`src/rtl/div_share_sched.sv`:
```
// Round-robin front end for one shared, fixed-latency pipelined divider.
// Registers the granted operands and tracks each issue with a tag pipeline.
module div_share_sched #(
  parameter int NUM_REQ = 4,
  parameter int WD0     = 64,
  parameter int WD1     = 32,
  parameter int DIV_LAT = WD0 + 1,
  parameter int IDW     = 3
) (
  input  logic                         clk,
  input  logic                         rst,
  input  logic                         issue_en,
  input  logic [NUM_REQ-1:0]           req_valid,
  input  logic [NUM_REQ*WD0-1:0]       req_a,
  input  logic [NUM_REQ*WD1-1:0]       req_b,
  output logic [NUM_REQ-1:0]           req_ready,
  output logic [WD0-1:0]               div_a,
  output logic [WD1-1:0]               div_b,
  input  logic [WD0-1:0]               div_result,
  output logic                         res_valid,
  output logic [IDW-1:0]               res_id,
  output logic [WD0-1:0]               res_quot,
  output logic                         res_div0,
  output logic [$clog2(DIV_LAT+2):0]   inflight,
  output logic                         idle
);

  localparam int INF_W = $clog2(DIV_LAT + 2) + 1;
  localparam int TAGS  = DIV_LAT + 1;

  function automatic logic [WD0-1:0] force_div0(input logic [WD0-1:0] q, input logic z);
    force_div0 = z ? '1 : q;
  endfunction

  logic [IDW-1:0]     ptr_q, ptr_d;
  logic [IDW-1:0]     gnt_id;
  logic [NUM_REQ-1:0] gnt_oh;
  logic               gnt_found;
  logic               accept;
  logic [WD0-1:0]     sel_a;
  logic [WD1-1:0]     sel_b;
  logic               sel_zero;
  logic [INF_W-1:0]   inflight_d;

  logic               tag_vld_q [TAGS];
  logic [IDW-1:0]     tag_id_q  [TAGS];
  logic               tag_z_q   [TAGS];

  // Grant: the second pass (at/after the pointer) overrides the wrap-around pass.
  always_comb begin
    gnt_found = 1'b0;
    gnt_id    = '0;
    gnt_oh    = '0;
    for (int i = NUM_REQ - 1; i >= 0; i--) begin
      if (req_valid[i]) begin
        gnt_found = 1'b1;
        gnt_id    = IDW'(i);
        gnt_oh    = '0;
        gnt_oh[i] = 1'b1;
      end
    end
    for (int i = NUM_REQ - 1; i >= 0; i--) begin
      if (req_valid[i] && (IDW'(i) >= ptr_q)) begin
        gnt_id    = IDW'(i);
        gnt_oh    = '0;
        gnt_oh[i] = 1'b1;
      end
    end
    if (!issue_en || rst) begin
      gnt_found = 1'b0;
      gnt_oh    = '0;
    end
  end

  assign req_ready = gnt_oh;
  assign accept    = gnt_found;

  always_comb begin
    sel_a = '0;
    sel_b = '0;
    for (int i = 0; i < NUM_REQ; i++) begin
      if (gnt_oh[i]) begin
        sel_a = req_a[i*WD0 +: WD0];
        sel_b = req_b[i*WD1 +: WD1];
      end
    end
    sel_zero = (sel_b == '0);
  end

  always_comb begin
    ptr_d = ptr_q;
    if (accept) begin
      ptr_d = (gnt_id == IDW'(NUM_REQ - 1)) ? '0 : gnt_id + IDW'(1);
    end
  end

  always_comb begin
    inflight_d = inflight;
    case ({accept, tag_vld_q[TAGS-1]})
      2'b10:   inflight_d = inflight + INF_W'(1);
      2'b01:   inflight_d = inflight - INF_W'(1);
      default: inflight_d = inflight;
    endcase
  end

  assign idle = (inflight == '0) && !accept;

  // Issue stage and result stage: control plus the operand/result registers.
  always_ff @(posedge clk) begin
    if (rst) begin
      ptr_q     <= '0;
      div_a     <= '0;
      div_b     <= '0;
      res_valid <= 1'b0;
      res_id    <= '0;
      res_quot  <= '0;
      res_div0  <= 1'b0;
      inflight  <= '0;
      for (int j = 0; j < TAGS; j++) tag_vld_q[j] <= 1'b0;
    end else begin
      ptr_q <= ptr_d;
      if (accept) begin
        div_a <= sel_a;
        div_b <= sel_b;
      end
      tag_vld_q[0] <= accept;
      for (int j = 1; j < TAGS; j++) tag_vld_q[j] <= tag_vld_q[j-1];
      res_valid <= tag_vld_q[TAGS-1];
      res_id    <= tag_id_q[TAGS-1];
      res_div0  <= tag_z_q[TAGS-1];
      res_quot  <= force_div0(div_result, tag_z_q[TAGS-1]);
      inflight  <= inflight_d;
    end
  end

  // Tag payload stages: qualified by tag_vld_q, so no reset needed.
  always_ff @(posedge clk) begin
    tag_id_q[0] <= gnt_id;
    tag_z_q[0]  <= sel_zero;
    for (int j = 1; j < TAGS; j++) begin
      tag_id_q[j] <= tag_id_q[j-1];
      tag_z_q[j]  <= tag_z_q[j-1];
    end
  end

endmodule

```
`config.mk`:
```
export PLATFORM = sky130hd
export DESIGN_NAME = div_share_sched
export DESIGN_NICKNAME = d
export VERILOG_FILES = /design/src/rtl/div_share_sched.sv
export SDC_FILE = /design/constraint.sdc
export NUM_CORES = 1
export LEC_CHECK = 0
export CORE_AREA = 2 2 244 246
export CTS_CLUSTER_SIZE = 14
export DETAILED_ROUTE_END_ITERATION = 6
export DIE_AREA = 0 0 246 248
export SLEW_MARGIN = 20
export SYNTH_ARGS = -nofsm -noshare
export SYNTH_HDL_FRONTEND = slang
export SYNTH_SLANG_ARGS = --single-unit
```
`constraint.sdc`:
```
create_clock -name clk -period 8.8 [get_ports clk]
set_input_delay 1.32 -clock clk [delete_from_list [all_inputs] [get_ports clk]]
set_output_delay 1.32 -clock clk [all_outputs]
set_load 0.02 [all_outputs]
```
; After elaboration in Yosys (flattened, before gate mapping)
; Memory sizes are Yosys's and may differ from the RTL's. A register that Yosys moved wholly into a read port is not among the register bits.
; Index checks and enable logic that the tools add are counted.
[word_totals]
ram_bits = 330
out_inout_bits = 178
memories = 3
ff_bits = 173
[classes]
reduce_logical = 11
muxes = 102
add_sub_neg = 3
n_eq_ne = 3
bitwise_logic = 66
n_lt_le_gt_ge = 4
[mem_list]
columns = name, depth, word_bits, read_ports, rd_clocked_by_memory_dff, write_ports, line_no
row1 = tag_id_q, 66, 3, 66, 1, 66, 46  ; logic [IDW-1:0] tag_id_q [TAGS];
row2 = tag_vld_q, 66, 1, 66, 0, 66, 45  ; logic tag_vld_q [TAGS];
row3 = tag_z_q, 66, 1, 66, 0, 66, 47  ; logic tag_z_q [TAGS];
[op_table]
columns = cell, n
row1 = 64-bit two-way mux, 5
row2 = 32-bit two-way mux, 4
row3 = 1-bit two-way mux, 74
row4 = 1-bit OR, 66
row5 = 4-bit two-way mux, 9
row6 = 32-bit logical NOT, 1
row7 = 2-bit two-way mux, 8
row8 = 8-bit one-hot mux with 2 select lines, 1
row9 = 8-bit by 1-bit adder with 8-bit output (second input constant), 1
row10 = 8-bit logical NOT, 1
row11 = 8-bit by 1-bit subtractor with 8-bit output (second input constant), 1
row12 = 1-bit by 3-bit >= comparator with 1-bit output (first input constant), 2
row13 = 2-bit by 3-bit >= comparator with 1-bit output (first input constant), 2
row14 = 1-bit logical AND, 5
row15 = 3-bit by 1-bit adder with 3-bit output (second input constant), 1
row16 = 3-bit by 2-bit equality test with 1-bit output (second input constant), 1
row17 = 3-bit two-way mux, 1
row18 = 2-bit by 1-bit equality test with 1-bit output (second input constant), 1
row19 = 2-bit equality test (second input constant), 1
row20 = 1-bit logical NOT, 2
row21 = 2-bit nonzero test, 1
row22 = 1-bit logical OR, 1

; Depth between registers and ports, before layout
[logic_depth]
depth_word = 14
mapped_depth = 14
ltp_nobuf = 13

; Worst setup path after synthesis
; No wires, ideal clock.
[synth_timing]
path_kind = input -> register
from = input req_valid[2]
to = register inflight[7]
stages = 13
t_required_ns = 8.679
arrival_time_ns = 4.373
setup_time_ns = 0.121
setup_slack_ns = 4.306
path_buffers = 2
path_cell_list = buf_2 > o41a_1 > inv_2 > clkbuf_1 > ha_1 > ha_1 > a21o_1 > a21oi_1 > o21ai_0 > a2111oi_0 > or3_1 > mux2i_1 > mux2_2
[synth_via]
elab_chain_cells = 6
elab_cells_between_ends = 8
[synth_lines]
columns = item, line_no
row1 = from (decl), 13  ; input logic [NUM_REQ-1:0] req_valid,
row2 = 1-bit two-way mux * (3 in a row), 55  ; if (req_valid[i]) begin
row3 = 1-bit two-way mux *, 69  ; if (!issue_en || rst) begin
row4 = 2-bit by 1-bit equality test with 1-bit output / 2-bit equality test (equally long branches), 99  ; case ({accept, tag_vld_q[TAGS-1]})
row5 = 8-bit one-hot mux with 2 select lines / 2-bit nonzero test (equally long branches), n/a
row6 = to (signal assigned), 132  ; inflight <= inflight_d;
row7 = to (decl), 24  ; output logic [$clog2(DIV_LAT+2):0] inflight,
; Every way passes the cells marked *; elsewhere a longest branch is shown, timed or not.
; A chain may end at the register's enable or synchronous reset.

; Worst setup path in the final report
[layout_timing]
from = input req_valid[2]
to = output idle
[layout_via]
elab_chain_cells = 6
[layout_lines]
columns = item, line_no
row1 = 1-bit two-way mux (3 in a row), 55
row2 = 1-bit two-way mux, 69
row3 = 1-bit logical NOT, 106  ; assign idle = (inflight == '0) && !accept;
row4 = 1-bit logical AND, 106
row5 = to (decl), 25  ; output logic idle
; No other way between the ends.

==> results.json <==
{
  "min_from": "tag_z_q[37]$_DFF_P_",
  "clock.fmax_mhz": 171.4,
  "hold-worst-slack_ns": 0.3097,
  "wl_met1_um": 18240,
  "syn_area_per_cell_um2": 11.16,
  "wl_met3_um": 4558,
  "ys_ff_latch": 438,
  "p_leak_nw": 8.360,
  "die_h_um": 248,
  "cts_root_buffer": "clkbuf_16",
  "cts_resized": 0,
  "antenna_found_initial": 10,
  "finalHoldViolations": 0,
  "cts_buffers": 48,
  "path_class": "in -> out",
  "syn_to_final_growth_pct": 65.93,
  "synth_async_sr_flop_share": 0,
  "syn_inst": 1188,
  "die_area_um2": 61010,
  "cp-start-kind": "primary input",
  "grt_first_pass_wirelength_um": 66610,
  "dr.max_layer_used": "met5",
  "postCtsHoldBufs": 0,
  "row_count": 89,
  "period_needed_ns": 5.834,
  "worstSetupEndpointType": "primary output",
  "port_buffers": 631,
  "drtPass1Iterations": 7,
  "violations": "design-rule violations",
  "period_share": 0.6629,
  "tritoncts": "yes",
  "fin_util": 0.3764,
  "wl_per_cell_um": 18.08,
  "syn_area_um2": 13260,
  "num_vias": 11600,
  "maxCapViolations": 0,
  "fin_skew_ns": 0.01624,
  "nets": 2250,
  "clk_pin_slew_ns": 0.06,
  "fin_tns_setup_ns": 0,
  "overflow": 0,
  "fp.dieW_um": 246,
  "tightestPinTransition_ns": 0.8908,
  "post-route-drc-count": 11,
  "status": "finished with violations",
  "cp_max_fo": 47,
  "crit_start": "req_valid[2]",
  "ios": 633,
  "fin_cells": 2601,
  "syn_nets": 1652,
  "ir_drop_uv": 173.3,
  "min_path_type": "reg -> reg",
  "setup_viol": 0,
  "grt_start_max_net_pins": 85,
  "htreeDepth": 2,
  "layout-drive-gt1-share": 0.06360,
  "drtIter0Drc": 754,
  "wl_met2_um": 22520,
  "post_cts_buffers": 0,
  "clock_path_buffers": 3,
  "finalMaxSlewViolations": 0,
  "viasPerCell": 4.461,
  "r2r_start": "ptr_q[1]$_SDFFE_PP0P_",
  "cp.arrival_ns": 4.51,
  "grt_pass1_vias": 11590,
  "gp_congestion": 0.8679,
  "ant_nets": 0,
  "drt_wl_total_um": 47030,
  "core_um2": 58460,
  "post-place-cells": 2509,
  "required_ns": 7.48,
  "synth_edf_count": 0,
  "synthDistinctLibCells": 52,
  "slew-limit-headroom": 0.4062,
  "synth-main-ff-cell": "dfxtp_1",
  "insertion_delay_ns": 0.59,
  "yosysSeqAreaShare": 0.6613,
  "track_usage": 0.1432,
  "hpwl_um": 34630,
  "rsz0062_at_grt": "false",
  "yosys_warnings": 0,
  "start_util": 0.2268,
  "cts_num_sinks": 438,
  "power.density_nw_per_um2": 225.8
}
-- cell families (layout without fill, tap and decap cells) --
family / Yosys count / count (layout) / synth area share
buffers and inverters: 104 / 740 / 0.03435
multiplexers: 3 / 3 / 0.002359
flip-flops: 438 / 438 / 0.6613
XOR/XNOR: 4 / 4 / 0.002642
other: 1 / 5 / 0.0002828
AND/OR/NAND/NOR: 298 / 298 / 0.1043
AO/OA/AOI/OAI: 331 / 331 / 0.1858
adder cells (fa/ha/maj): 9 / 9 / 0.009059
-- metrics by stage --
stage	cell area, um^2	total power [W]	setup slack [ns]
CTS	21990	0.005054	2.949
floorplan	13260	0.002467	4.306
global route	22000	0.005179	2.796
finish	22000	0.004969	2.966
global placement	20250	0.002876	2.995
detailed placement	20250	0.002884	2.945
-- registers in the layout, summed over array words and instances, names as in the netlist --
| register | flops |
|---|---|
| res_quot | 64 |
| tag_z_q | 66 |
| res_div0 | 1 |
| tag_vld_q | 66 |
| res_valid | 1 |
| inflight | 8 |
| div_a | 64 |
| ptr_q | 2 |
| res_id | 2 |
| tag_id_q | 132 |
| div_b | 32 |
-- worst paths after layout --
check | to | slack [ns] | cells after the start
setup / recovery | idle | 2.97 | 6
hold / removal | tag_z_q[38]$_DFF_P_ | 0.31 | 0
setup reg to reg | tag_z_q[0]$_DFF_P_ | 5.74 | 8
hold reg to reg | tag_z_q[38]$_DFF_P_ | 0.31 | 0
-- synth_stat cells (all sizes together), types with 2 or more instances --
cell | instances | area, um^2
a22o | 22 | 193.9
nand2 | 57 | 214.0
nand2b | 2 | 12.51
o21ai | 8 | 40.04
nand4 | 4 | 25.02
and3 | 2 | 12.51
o22ai | 32 | 200.2
nor3 | 5 | 25.02
o21a | 3 | 22.52
nor4 | 6 | 37.54
nand3 | 2 | 10.01
a22oi | 104 | 795.8
a21oi | 75 | 375.4
nor2b | 73 | 456.7
nor2 | 139 | 521.8
buf | 44 | 230.2
a222oi | 64 | 640.6
a21o | 11 | 82.58
xnor2 | 3 | 26.28
dfxtp | 438 | 8768
ha | 8 | 100.1
a21boi | 3 | 22.52
mux2i | 2 | 20.02
clkbuf | 51 | 191.4
inv | 9 | 33.78
-- routing by layer --
layer	global-route usage	vias to the layer above
met3	0.04671	93
met2	0.2414	584
met1	0.1639	5471
li1	-	5449
met4	0.06756	6
met5	0	-
-- worst max-delay path: stages --
cell and delay [ns]:
clkdlybuf4s50_1 0.59, o41a_1 0.57, inv_2 0.48, buf_4 0.58, and3_1 0.27, clkdlybuf4s50_1 0.61
-- layout make-up --
cell class | count | area (um^2)
Antenna cell | 4 | 10.01
Tap cell | 773 | 967.2
Clock buffer | 57 | 1305
Clock inverter | 31 | 436.7
Timing Repair Buffer | 643 | 6420
Sequential cell | 438 | 8770
Multi-Input combinational cell | 646 | 4060
Inverter | 9 | 33.78
Fill cell | 5770 | 36460
-- cells in the final DEF, fill, tap and decap left out, drive strengths merged, types with 13 or more instances in the layout --
cell type      count
a21oi             75
a222oi            64
a22o              22
a22oi            104
buf               13
clkbuf            57
clkdlybuf4s50    630
clkinv            17
dfxtp            438
nand2             57
nor2             139
nor2b             73
o22ai             32
-- where the power goes --
part | leakage (nW) | switching (W) | internal (W)
Combinational | 3.92 | 0.000288 | 0.000362
Clock | 0.843 | 0.000846 | 0.00128
Sequential | 3.60 | 0.0000556 | 0.00213
Total | 8.36 | 0.00119 | 0.00378
Note: power is estimated with default switching activity, not from simulation.
